===== src/rtl/mem_arbiter_if.sv =====
// mem_arbiter_if: bundles the fetch, data, loader and RAM-side signals of the
// shared-RAM arbiter.
//   slave  : the arbiter's view. Requests and ram_rdata come in; grants,
//            read responses and the RAM strobe go out.
//   master : the environment's view (core, loader and RAM), the reverse.
// With ARB_PERF_CNT_EN defined the interface also carries the arbiter's
// performance counters cnt_if, cnt_d, cnt_ld and cnt_stall.
`timescale 1ns/1ps
interface mem_arbiter_if #(
  parameter int unsigned AW = 12
);
  logic          if_req;
  logic [AW-1:0] if_addr;
  logic          if_gnt;
  logic          if_rvalid;
  logic [31:0]   if_rdata;

  logic          d_req;
  logic          d_we;
  logic [3:0]    d_be;
  logic [AW-1:0] d_addr;
  logic [31:0]   d_wdata;
  logic          d_gnt;
  logic          d_rvalid;
  logic [31:0]   d_rdata;

  logic          ld_lock;
  logic          ld_req;
  logic [AW-1:0] ld_addr;
  logic [31:0]   ld_wdata;
  logic          ld_gnt;
  logic          locked;

  logic          ram_en;
  logic [3:0]    ram_we;
  logic [AW-1:0] ram_addr;
  logic [31:0]   ram_wdata;
  logic [31:0]   ram_rdata;

`ifdef ARB_PERF_CNT_EN
  logic [31:0]   cnt_if;
  logic [31:0]   cnt_d;
  logic [31:0]   cnt_ld;
  logic [31:0]   cnt_stall;
`endif

  modport slave (
    input  if_req, if_addr,
    output if_gnt, if_rvalid, if_rdata,
    input  d_req, d_we, d_be, d_addr, d_wdata,
    output d_gnt, d_rvalid, d_rdata,
    input  ld_lock, ld_req, ld_addr, ld_wdata,
    output ld_gnt, locked,
    output ram_en, ram_we, ram_addr, ram_wdata,
    input  ram_rdata
`ifdef ARB_PERF_CNT_EN
    , output cnt_if, cnt_d, cnt_ld, cnt_stall
`endif
  );

  modport master (
    output if_req, if_addr,
    input  if_gnt, if_rvalid, if_rdata,
    output d_req, d_we, d_be, d_addr, d_wdata,
    input  d_gnt, d_rvalid, d_rdata,
    output ld_lock, ld_req, ld_addr, ld_wdata,
    input  ld_gnt, locked,
    input  ram_en, ram_we, ram_addr, ram_wdata,
    output ram_rdata
`ifdef ARB_PERF_CNT_EN
    , input cnt_if, cnt_d, cnt_ld, cnt_stall
`endif
  );
endinterface


===== src/rtl/mem_arbiter.sv =====
// mem_arbiter: shares one single-port RAM between core fetch (if), core data
// (d) and the UART program loader (ld). One access per cycle, grants are
// combinational in the request cycle, read data returns to its owner one
// cycle later. ld_lock parks the core off the memory while an image loads.
// Ports:
//   clk  - system clock, rising edge
//   rst  - asynchronous reset, active-low
//   bus  - mem_arbiter_if.slave (requesters, loader lock, RAM side)
// Optional: define ARB_PERF_CNT_EN to add grant/stall counters on bus.
`timescale 1ns/1ps
module mem_arbiter #(
  parameter int unsigned AW       = 12,
  parameter int unsigned MAX_WAIT = 8
) (
  input  logic         clk,
  input  logic         rst,
  mem_arbiter_if.slave bus
);

  localparam int unsigned WW = $clog2(MAX_WAIT + 1);

  typedef enum logic [1:0] {S_RUN, S_DRAIN, S_LOCK} state_t;
  typedef enum logic [1:0] {OWN_NONE, OWN_IF, OWN_D} owner_t;

  state_t        state_q, state_d;
  owner_t        owner_q, owner_d;
  logic [WW-1:0] wait_q, wait_d;
  logic [31:0]   if_hold_q, d_hold_q;

  logic          core_ok, promote, locked_c;
  logic          gnt_if, gnt_d, gnt_ld;
  logic          ram_en_c;
  logic [3:0]    ram_we_c;
  logic [AW-1:0] ram_addr_c;
  logic [31:0]   ram_wdata_c;

  assign promote = (wait_q >= WW'(MAX_WAIT));

  // Next state, grant selection, starvation counter and RAM mux
  always_comb begin
    state_d     = state_q;
    owner_d     = OWN_NONE;
    wait_d      = '0;
    core_ok     = 1'b0;
    locked_c    = 1'b0;
    gnt_if      = 1'b0;
    gnt_d       = 1'b0;
    gnt_ld      = 1'b0;
    ram_en_c    = 1'b0;
    ram_we_c    = 4'b0000;
    ram_addr_c  = '0;
    ram_wdata_c = 32'h0;

    case (state_q)
      S_RUN: begin
        // Core is held off from the very cycle the lock is seen
        core_ok = !bus.ld_lock;
        if (bus.ld_lock) state_d = S_DRAIN;
      end
      S_DRAIN: state_d = S_LOCK;
      S_LOCK: begin
        locked_c = bus.ld_lock;
        if (!bus.ld_lock) state_d = S_RUN;
      end
      default: state_d = S_RUN;
    endcase

    // rst gates every grant so nothing reaches the RAM while in reset
    if (rst) begin
      if (bus.ld_req) begin
        gnt_ld = 1'b1;
      end else if (core_ok) begin
        if (promote) begin
          if (bus.if_req)     gnt_if = 1'b1;
          else if (bus.d_req) gnt_d  = 1'b1;
        end else begin
          if (bus.d_req)       gnt_d  = 1'b1;
          else if (bus.if_req) gnt_if = 1'b1;
        end
      end
    end

    // Starvation count only runs in S_RUN, so leaving the lock starts at 0
    if (state_q == S_RUN && bus.if_req && !gnt_if)
      wait_d = promote ? wait_q : wait_q + WW'(1);

    if (gnt_ld) begin
      ram_en_c    = 1'b1;
      ram_we_c    = 4'b1111;
      ram_addr_c  = bus.ld_addr;
      ram_wdata_c = bus.ld_wdata;
    end else if (gnt_d) begin
      ram_en_c    = 1'b1;
      ram_we_c    = bus.d_we ? bus.d_be : 4'b0000;
      ram_addr_c  = bus.d_addr;
      ram_wdata_c = bus.d_wdata;
    end else if (gnt_if) begin
      ram_en_c    = 1'b1;
      ram_addr_c  = bus.if_addr;
    end

    // A d write with d_be = 0 is a no-op write, not a read, so it gets no owner
    if (gnt_if)                  owner_d = OWN_IF;
    else if (gnt_d && !bus.d_we) owner_d = OWN_D;
  end

  // State, owner and read-data hold registers
  always_ff @(posedge clk or negedge rst) begin
    if (!rst) begin
      state_q   <= S_RUN;
      owner_q   <= OWN_NONE;
      wait_q    <= '0;
      if_hold_q <= 32'h0;
      d_hold_q  <= 32'h0;
    end else begin
      state_q <= state_d;
      owner_q <= owner_d;
      wait_q  <= wait_d;
      if (owner_q == OWN_IF) if_hold_q <= bus.ram_rdata;
      if (owner_q == OWN_D)  d_hold_q  <= bus.ram_rdata;
    end
  end

  assign bus.if_gnt    = gnt_if;
  assign bus.d_gnt     = gnt_d;
  assign bus.ld_gnt    = gnt_ld;
  assign bus.locked    = locked_c;
  assign bus.ram_en    = ram_en_c;
  assign bus.ram_we    = ram_we_c;
  assign bus.ram_addr  = ram_addr_c;
  assign bus.ram_wdata = ram_wdata_c;

  // Response cycle passes RAM data straight through; otherwise last value holds
  assign bus.if_rvalid = (owner_q == OWN_IF);
  assign bus.d_rvalid  = (owner_q == OWN_D);
  assign bus.if_rdata  = (owner_q == OWN_IF) ? bus.ram_rdata : if_hold_q;
  assign bus.d_rdata   = (owner_q == OWN_D)  ? bus.ram_rdata : d_hold_q;

`ifdef ARB_PERF_CNT_EN
  logic [31:0] cnt_if_q, cnt_d_q, cnt_ld_q, cnt_stall_q;

  // Grant and core-stall counters; free-running, wrap, survive the lock
  always_ff @(posedge clk or negedge rst) begin
    if (!rst) begin
      cnt_if_q    <= 32'h0;
      cnt_d_q     <= 32'h0;
      cnt_ld_q    <= 32'h0;
      cnt_stall_q <= 32'h0;
    end else begin
      if (gnt_if) cnt_if_q <= cnt_if_q + 32'd1;
      if (gnt_d)  cnt_d_q  <= cnt_d_q + 32'd1;
      if (gnt_ld) cnt_ld_q <= cnt_ld_q + 32'd1;
      if ((bus.if_req || bus.d_req) && !(gnt_if || gnt_d))
        cnt_stall_q <= cnt_stall_q + 32'd1;
    end
  end

  assign bus.cnt_if    = cnt_if_q;
  assign bus.cnt_d     = cnt_d_q;
  assign bus.cnt_ld    = cnt_ld_q;
  assign bus.cnt_stall = cnt_stall_q;
`endif

endmodule


===== src/flat_wrapper.sv =====
// flat-port wrapper written by rule: the top's interface ports become plain ports
module mem_arbiter_flat 
#(
  parameter int unsigned AW       = 12,
  parameter int unsigned MAX_WAIT = 8
)
  (clk, rst, bus_if_req, bus_if_addr, bus_if_gnt, bus_if_rvalid, bus_if_rdata, bus_d_req, bus_d_we, bus_d_be, bus_d_addr, bus_d_wdata, bus_d_gnt, bus_d_rvalid, bus_d_rdata, bus_ld_lock, bus_ld_req, bus_ld_addr, bus_ld_wdata, bus_ld_gnt, bus_locked, bus_ram_en, bus_ram_we, bus_ram_addr, bus_ram_wdata, bus_ram_rdata);
  mem_arbiter_if #(.AW(AW)) bus_i ();
  input  logic clk;
  input  logic rst;
  input wire logic [$bits(bus_i.if_req)-1:0] bus_if_req;
  input wire logic [$bits(bus_i.if_addr)-1:0] bus_if_addr;
  output wire logic [$bits(bus_i.if_gnt)-1:0] bus_if_gnt;
  output wire logic [$bits(bus_i.if_rvalid)-1:0] bus_if_rvalid;
  output wire logic [$bits(bus_i.if_rdata)-1:0] bus_if_rdata;
  input wire logic [$bits(bus_i.d_req)-1:0] bus_d_req;
  input wire logic [$bits(bus_i.d_we)-1:0] bus_d_we;
  input wire logic [$bits(bus_i.d_be)-1:0] bus_d_be;
  input wire logic [$bits(bus_i.d_addr)-1:0] bus_d_addr;
  input wire logic [$bits(bus_i.d_wdata)-1:0] bus_d_wdata;
  output wire logic [$bits(bus_i.d_gnt)-1:0] bus_d_gnt;
  output wire logic [$bits(bus_i.d_rvalid)-1:0] bus_d_rvalid;
  output wire logic [$bits(bus_i.d_rdata)-1:0] bus_d_rdata;
  input wire logic [$bits(bus_i.ld_lock)-1:0] bus_ld_lock;
  input wire logic [$bits(bus_i.ld_req)-1:0] bus_ld_req;
  input wire logic [$bits(bus_i.ld_addr)-1:0] bus_ld_addr;
  input wire logic [$bits(bus_i.ld_wdata)-1:0] bus_ld_wdata;
  output wire logic [$bits(bus_i.ld_gnt)-1:0] bus_ld_gnt;
  output wire logic [$bits(bus_i.locked)-1:0] bus_locked;
  output wire logic [$bits(bus_i.ram_en)-1:0] bus_ram_en;
  output wire logic [$bits(bus_i.ram_we)-1:0] bus_ram_we;
  output wire logic [$bits(bus_i.ram_addr)-1:0] bus_ram_addr;
  output wire logic [$bits(bus_i.ram_wdata)-1:0] bus_ram_wdata;
  input wire logic [$bits(bus_i.ram_rdata)-1:0] bus_ram_rdata;
  assign bus_i.if_req = bus_if_req;
  assign bus_i.if_addr = bus_if_addr;
  assign bus_if_gnt = bus_i.if_gnt;
  assign bus_if_rvalid = bus_i.if_rvalid;
  assign bus_if_rdata = bus_i.if_rdata;
  assign bus_i.d_req = bus_d_req;
  assign bus_i.d_we = bus_d_we;
  assign bus_i.d_be = bus_d_be;
  assign bus_i.d_addr = bus_d_addr;
  assign bus_i.d_wdata = bus_d_wdata;
  assign bus_d_gnt = bus_i.d_gnt;
  assign bus_d_rvalid = bus_i.d_rvalid;
  assign bus_d_rdata = bus_i.d_rdata;
  assign bus_i.ld_lock = bus_ld_lock;
  assign bus_i.ld_req = bus_ld_req;
  assign bus_i.ld_addr = bus_ld_addr;
  assign bus_i.ld_wdata = bus_ld_wdata;
  assign bus_ld_gnt = bus_i.ld_gnt;
  assign bus_locked = bus_i.locked;
  assign bus_ram_en = bus_i.ram_en;
  assign bus_ram_we = bus_i.ram_we;
  assign bus_ram_addr = bus_i.ram_addr;
  assign bus_ram_wdata = bus_i.ram_wdata;
  assign bus_i.ram_rdata = bus_ram_rdata;
  mem_arbiter #(.AW(AW), .MAX_WAIT(MAX_WAIT)) u_core (.clk(clk), .rst(rst), .bus(bus_i));
endmodule

===== config.mk =====
export PLATFORM = sky130hd
export DESIGN_NAME = mem_arbiter_flat
export DESIGN_NICKNAME = d
export VERILOG_FILES = /design/src/rtl/mem_arbiter_if.sv /design/src/rtl/mem_arbiter.sv /design/src/flat_wrapper.sv
export SDC_FILE = /design/constraint.sdc
export NUM_CORES = 1
export LEC_CHECK = 0
export ABC_CLOCK_PERIOD_IN_PS = 2900
export BUFFER_PORTS_ARGS = -buffer_cell sky130_fd_sc_hd__buf_2
export CORE_AREA = 2 2 102 104
export CTS_BUF_LIST = sky130_fd_sc_hd__clkbuf_4 sky130_fd_sc_hd__clkbuf_8
export DETAILED_ROUTE_END_ITERATION = 16
export DIE_AREA = 0 0 104 106
export PLACE_DENSITY = 0.82
export SLEW_MARGIN = 20
export SYNTH_ARGS = -nofsm -noshare
export SYNTH_HDL_FRONTEND = slang
export SYNTH_SLANG_ARGS = --single-unit

===== constraint.sdc =====
create_clock -name clk -period 2.9 [get_ports clk]
set_input_delay 0.435 -clock clk [delete_from_list [all_inputs] [get_ports clk]]
set_output_delay 0.435 -clock clk [all_outputs]
set_load 0.005 [all_outputs]

==> results of run 1 <==
==> stage by stage <==
step           total power, mW  cell area, sq um  instances  utilization  worst slack [ns]
2_1_floorplan             2.15              3390        248            -              1.16
3_3_place_gp              2.77              4760        628        0.476             0.616
3_5_place_dp              2.84              4760        628        0.476             0.562
4_1_cts                   3.64              4960        644        0.496             0.266
5_1_grt                   3.83              4960        644        0.496             0.112
6_report                  3.59              4960        644        0.496             0.291
==> state kept, by name, indices dropped and copies added, names as in the netlist <==
| name | flops |
|---|---|
| u_core.d_hold_q | 32 |
| u_core.if_hold_q | 32 |
| u_core.wait_q | 4 |
| u_core.owner_q | 2 |
| u_core.state_q | 2 |
==> worst min path at each step <==
stage / endpoint / cells past startpoint
global route: u_core.owner_q[1] / 2
finish: u_core.owner_q[1] / 2
floorplan: u_core.d_hold_q[0] / 0
CTS: u_core.owner_q[1] / 2
global placement: u_core.d_hold_q[0] / 1
detailed placement: u_core.d_hold_q[20] / 1
==> Yosys cell counts <==
master | number | area (sq um)
nand2_1 | 1 | 3.75
and2_1 | 1 | 6.26
nor3b_1 | 2 | 15.0
buf_2 | 8 | 40.0
nor2b_1 | 2 | 12.5
a31oi_1 | 1 | 6.26
nand2b_1 | 2 | 12.5
and3_1 | 12 | 75.1
xor2_1 | 1 | 8.76
a221o_1 | 12 | 120
mux2_2 | 64 | 721
buf_6 | 7 | 78.8
mux2i_1 | 1 | 10.0
and2b_1 | 1 | 7.51
and4_1 | 2 | 17.5
inv_1 | 4 | 15.0
a22o_1 | 32 | 280
clkbuf_1 | 6 | 22.5
dfrtp_1 | 72 | 1800
or3b_2 | 1 | 8.76
a31o_2 | 5 | 43.8
a21o_1 | 1 | 7.51
nor4_2 | 1 | 12.5
or3_1 | 1 | 6.26
nor2_1 | 5 | 18.8
xnor2_1 | 1 | 8.76
ha_1 | 2 | 25.0
==> power by group <==
| group | leakage [nW] | switching, mW | internal, mW |
|---|---|---|---|
| Clock | 0.103 | 0.354 | 0.429 |
| Sequential | 0.889 | 0.121 | 1.41 |
| Combinational | 1.76 | 0.565 | 0.717 |
==> layout by cell type, fill, tap and decap left out, types with 5 or more instances in the layout <==
| master | n |
|---|---|
| buf_2 | 260 |
| dfrtp_1 | 72 |
| mux2_2 | 64 |
| a22o_1 | 32 |
| and3_1 | 12 |
| a221o_1 | 12 |
| clkbuf_8 | 10 |
| a31o_2 | 5 |
| nor2_1 | 5 |
| buf_4 | 5 |
==> metal layers <==
layer,part of all wire,up-vias,global-route usage,wire (microns)
met5,0,-,0,0
met4,0.013,0,0.0483,150
met3,0.075,14,0.0576,840
met2,0.48,152,0.297,5300
met1,0.44,1546,0.266,4850
li1,-,1441,-,-
==> worst max-delay path, stage by stage (launching register included) <==
cell     delay, ns
dfrtp_1       0.42
nor4_2        0.30
and4_1        0.23
buf_4         0.44
a22o_1        0.29
buf_2         0.13
==> cells by family after synthesis <==
group,count (synthesis),share of synthesized area
xor+xnor,2,0.00517
fa+ha+maj,2,0.00739
flops,72,0.532
compound gates,51,0.135
buf+inv,25,0.0462
simple gates,31,0.0580
mux,65,0.216
==> area by class of cell <==
cell class	count	area, sq um
fillers	938	5030
flip-flops and latches	72	1800
multi-input cells	151	1440
repair buffers	265	1340
well taps	136	170
clock buffers	11	145
clock inverters	5	56.3
inverters	4	15.0
==> metrics.csv, run 1 <==
stage;metric;value;unit
critical_path;crit_start;u_core.state_q[1];
cells_and_area;n_antenna_cell;0;
power_and_ir_drop;power.leakage;2.75;nW
critical_path;endpoint;bus_ram_wdata[27];
die;die_x;104;microns
global_routing;grt_max_degree;74;
synthesis;synth_area;0.00339;sq mm
synthesis;yosys_warnings;0;
clock_tree;cts_buffers;9;
sta;worst_pin_slew;0.892;ns
die;io_pins;262;
die;fp-row-count;37;
critical_path;critPathRequiredTime;2.47;ns
global_routing;gr-total-overflow;0;
clock_tree;cts_buffer_depth;2;
flow_run;maxCapViolCount;0;
clock_tree;clkSlewWorstSetupHoldPaths;0.07;ns
critical_path;crit_type;flip-flop to output pin;
critical_path;worst_setup_path_start_kind;flip-flop;
critical_path;crit_fanout;51;
cells_and_area;syn2layout_area_growth;46.6;%
synthesis;ys_ff_latch;72;
clock_tree;cts_root_buffer;clkbuf_8;
global_routing;grt_pass1_vias;3126;
route;drc_errors;0;
route;vias;3153;
sta;hold_viol_final;0;
critical_path;end_kind;output pin;
sta;setup_tns;0;ns
synthesis;synth.distinct_cells;27;
global_routing;grt_pass1_wl;16.8;mm
place;port_buffers;261;
synthesis;syn_inst;248;
die;core;0.0100;sq mm
place;post-dp-hpwl;8.66;mm
power_and_ir_drop;powerDensity;724;mW/mm^2
sta;maxSlewViolCount;0;
outcome;status;complete, no violations;
clock_tree;clk_latency;0.33;ns
synthesis;yosysSeqAreaShare;0.532;
die;die-area;0.0110;sq mm
critical_path;r2r_cells;4;
critical_path;crit_arrival;2.17;ns
sta;hold_ws;0.314;ns
clock_tree;clock_sink_count;72;
critical_path;timing.rr.start;u_core.state_q[1];
place;place_congestion;0.966;
sta;slew_headroom;0.406;
clock_tree;cts_tree;yes;
sta;skew;0.00736;ns
die;fp.dieH;106;microns
route;viasPerCell;4.90;
worst_hold_path;min_path_type;primary input to flip-flop;
clock_tree;cts_resized;0;
route;drt_iter0_drc;168;
synthesis;postSynthAreaPerCell;13.7;sq um
clock_tree;postCtsSetupBuffers;0;
sta;rsz0062_at_grt;no;
power_and_ir_drop;ir_worst_vdd;0.439;mV
clock_tree;holdBufCountCts;0;
global_routing;antenna_found_initial;0;
clock_tree;htreeDepth;3;
cells_and_area;nets;648;
route;drt_pass1_iterations;4;
global_routing;grt_usage;0.193;
critical_path;r2r-end;u_core.owner_q[1];
route;wl_per_cell;17.3;microns
route;wirelength;11.1;mm
sta;layout_min_cycle_time;2.61;ns
sta;setup-violations-final;0;
worst_hold_path;min-delay-start;bus_d_we;
sta;post-route-period-util;0.900;
critical_path;regToRegSetupSlack;1.24;ns
synthesis;syn_nets;393;
sta;fmax;383;MHz
cells_and_area;drive_above_1_share;0.697;
route;antenna_left;0;
die;initial_core_util;0.339;
(Power assumes the default switching activity.)
==> run 2, diff against run 1 <==
--- a/config.mk
+++ b/config.mk
@@ -5,13 +5,13 @@
 export SDC_FILE = /design/constraint.sdc
 export NUM_CORES = 1
 export LEC_CHECK = 0
-export ABC_CLOCK_PERIOD_IN_PS = 2900
+export ABC_CLOCK_PERIOD_IN_PS = 3380
 export BUFFER_PORTS_ARGS = -buffer_cell sky130_fd_sc_hd__buf_2
 export CORE_AREA = 2 2 102 104
 export CTS_BUF_LIST = sky130_fd_sc_hd__clkbuf_4 sky130_fd_sc_hd__clkbuf_8
 export DETAILED_ROUTE_END_ITERATION = 16
 export DIE_AREA = 0 0 104 106
-export PLACE_DENSITY = 0.82
+export PLACE_DENSITY = 0.71
 export SLEW_MARGIN = 20
 export SYNTH_ARGS = -nofsm -noshare
 export SYNTH_HDL_FRONTEND = slang
==> constraint.sdc (replaced) <==
create_clock -name clk -period 3.38 [get_ports clk]
set_input_delay 0.507 -clock clk [delete_from_list [all_inputs] [get_ports clk]]
set_output_delay 0.507 -clock clk [all_outputs]
set_load 0.005 [all_outputs]
==> run 2 against run 1 <==
  * Final cell count grew 0.47%
  * First-iteration DRC count down 34%
  * Highest routed layer is now met5
  * Critical path type unchanged
  * Worst setup slack improved by 0.23 ns
  * Clock power increased by 4.5%
  * Power fell by 9.8%
  * Utilization is 0.59 points higher
  * Die area unchanged
==> metrics.csv, run 2 (same netlist as run 1, synthesis figures left out) <==
stage;metric;value;unit;change
sta;setup-violations-final;0;;unchanged
route;drc_errors;0;;unchanged
sta;rsz0062_at_grt;no;;unchanged
clock_tree;cts_buffers;9;;unchanged
clock_tree;cts_tree;yes;;unchanged
critical_path;worstPathCellList;nor4_2 -> and4_2 -> buf_4 -> a22o_1 -> buf_2;;was nor4_2 -> and4_1 -> buf_4 -> a22o_1 -> buf_2
global_routing;gr-total-overflow;0;;unchanged
die;initial_core_util;0.339;;unchanged
cells_and_area;top_regs;u_core.d_hold_q x32, u_core.if_hold_q x32, u_core.wait_q x4;;unchanged
route;m1WireLength;4.12;mm;was 4.85 mm
route;vias;3161;;was 3153
cells_and_area;nets;650;;was 648
route;drt_iter0_drc;111;;was 168
cells_and_area;multiInputGateArea;0.00144;sq mm;about the same
clock_tree;postCtsSetupBuffers;0;;unchanged
sta;worst_pin_slew;0.771;ns;was 0.892 ns
sta;slew_headroom;0.486;;was 0.406
route;wl_per_cell;17.3;microns;about the same
sta;hold_viol_final;0;;unchanged
cells_and_area;drive_above_1_share;0.697;;about the same
sta;setup_tns;0;ns;unchanged
place;place_congestion;0.930;;was 0.966
route;drt_pass1_iterations;4;;unchanged
global_routing;grt_max_degree;65;;was 74
critical_path;critPathRequiredTime;2.87;ns;was 2.47 ns
clock_tree;htreeDepth;3;;unchanged
sta;fmax;350;MHz;
cells_and_area;register_area;0.00180;sq mm;unchanged
global_routing;grt_pass1_wl;17.0;mm;was 16.8 mm
global_routing;antenna_found_initial;4;;was 0
die;io_pins;262;;unchanged
die;fp.dieH;106;microns;unchanged
critical_path;worstPathBufferInverterCount;2;;unchanged
route;viasPerCell;4.89;;was 4.90
sta;skew;0.0105;ns;was 0.00736 ns
place;post-dp-hpwl;8.91;mm;was 8.66 mm
die;core;0.0100;sq mm;unchanged
route;dr.max_layer_used;met5;;was met4
critical_path;critPathMaxStageDelay;0.67;ns;was 0.44 ns
clock_tree;cts_resized;0;;unchanged
clock_tree;cts_buffer_depth;2;;unchanged
power_and_ir_drop;powerDensity;645;mW/mm^2;was 724 mW/mm^2
worst_hold_path;min_path_type;primary input to asynchronous set/reset pin;;was primary input to flip-flop
sta;layout_min_cycle_time;2.85;ns;
critical_path;crit_type;flip-flop to output pin;;unchanged
critical_path;crit_fanout;32;;was 51
clock_tree;clock_sink_count;72;;unchanged
clock_tree;clkSlewWorstSetupHoldPaths;0.08;ns;was 0.07 ns
clock_tree;holdBufCountCts;0;;unchanged
route;wirelength;11.2;mm;was 11.1 mm
place;port_buffers;261;;unchanged
route;antenna_left;0;;unchanged
critical_path;end_kind;output pin;;unchanged
route;wl_met3;1.13;mm;was 840 microns
power_and_ir_drop;ir_worst_vdd;0.292;mV;was 0.439 mV
global_routing;grt_usage;0.197;;was 0.193
flow_run;maxCapViolCount;0;;unchanged
die;die_x;104;microns;unchanged
route;wl_met2;5.77;mm;was 5.30 mm
clock_tree;clk_latency;0.33;ns;about the same
die;fp-row-count;37;;unchanged
sta;maxSlewViolCount;0;;unchanged
cells_and_area;syn2layout_area_growth;48.4;%;was 46.6%
global_routing;grt_pass1_vias;3165;;was 3126
cells_and_area;fillers;944;;was 938
power_and_ir_drop;power.leakage;2.78;nW;was 2.75 nW
critical_path;critPathTopFamily;simple AND/OR/NAND/NOR gates;;was buffers and inverters
cells_and_area;mostFrequentLayoutCell;buf_2;;unchanged
die;die-area;0.0110;sq mm;unchanged
sta;post-route-period-util;0.845;;
clock_tree;cts_root_buffer;clkbuf_8;;unchanged
critical_path;worst_setup_path_start_kind;flip-flop;;unchanged
cells_and_area;mostFrequentLayoutCells;buf_2, dfrtp_1, mux2_2;;unchanged
critical_path;slowest_stage;and4_2;;was buf_4
critical_path;crit_arrival;2.35;ns;was 2.17 ns
cells_and_area;fin_util;0.502;;was 0.496
outcome;status;complete, no violations;;unchanged
==> run 2: changes by cell type in the layout (fill, tap and decap cells not counted), sizes merged <==
cell | before | now
clkinvlp | 1 | 0
diode | 0 | 2
bufinv | 1 | 3
clkinv | 3 | 1
inv | 4 | 5
clkbuf | 11 | 10
buf | 265 | 267
==> run 2: area by class of cell <==
cell class / count / area share
flip-flops and latches: 72 / 0.359
repair buffers: 267 / 0.269
well taps: 136 / 0.0339
diodes: 2 / 0.000996
clock inverters: 5 / 0.0207
clock buffers: 10 / 0.0274
multi-input cells: 151 / 0.286
inverters: 4 / 0.00299
==> run 2: routing by layer <==
layer	GRT usage	up-vias
met3	0.0773	16
met5	0	-
met2	0.349	165
li1	-	1455
met4	0.0579	4
met1	0.221	1521
==> run 2: worst paths after layout <==
check | from | end | slack (ns) | cells after the start
min in group clk | bus_d_we | u_core.owner_q[1] | 0.39 | 2
max in group asynchronous | rst | u_core.d_hold_q[19] | 2.31 | 2
worst min register to register | u_core.d_hold_q[0] | u_core.d_hold_q[0] | 0.50 | 1
worst min-delay path | rst | u_core.state_q[0] | 0.03 | 1
worst max register to register | u_core.state_q[1] | u_core.owner_q[1] | 1.48 | 4
worst max-delay path | u_core.state_q[1] | bus_ram_wdata[23] | 0.53 | 5
==> run 2: stage by stage <==
stage / hold slack (ns) / instances / worst slack, ns / instance area, sq um / power, mW
detailed placement: 0.387 / 630 / 0.719 / 4780 / 2.46
global route: 0.0218 / 646 / 0.361 / 5020 / 3.44
CTS: 0.0158 / 645 / 0.505 / 5020 / 3.28
floorplan: 0.211 / 248 / 1.54 / 3390 / 1.84
finish: 0.0274 / 647 / 0.525 / 5020 / 3.24
global placement: 0.376 / 630 / 0.858 / 4780 / 2.39
==> run 2: power by group <==
part	leakage (nW)	switching [mW]	internal, mW	total (mW)
clock	0.123	0.310	0.508	0.818
combinational	1.77	0.493	0.616	1.11
sequential	0.889	0.106	1.21	1.31
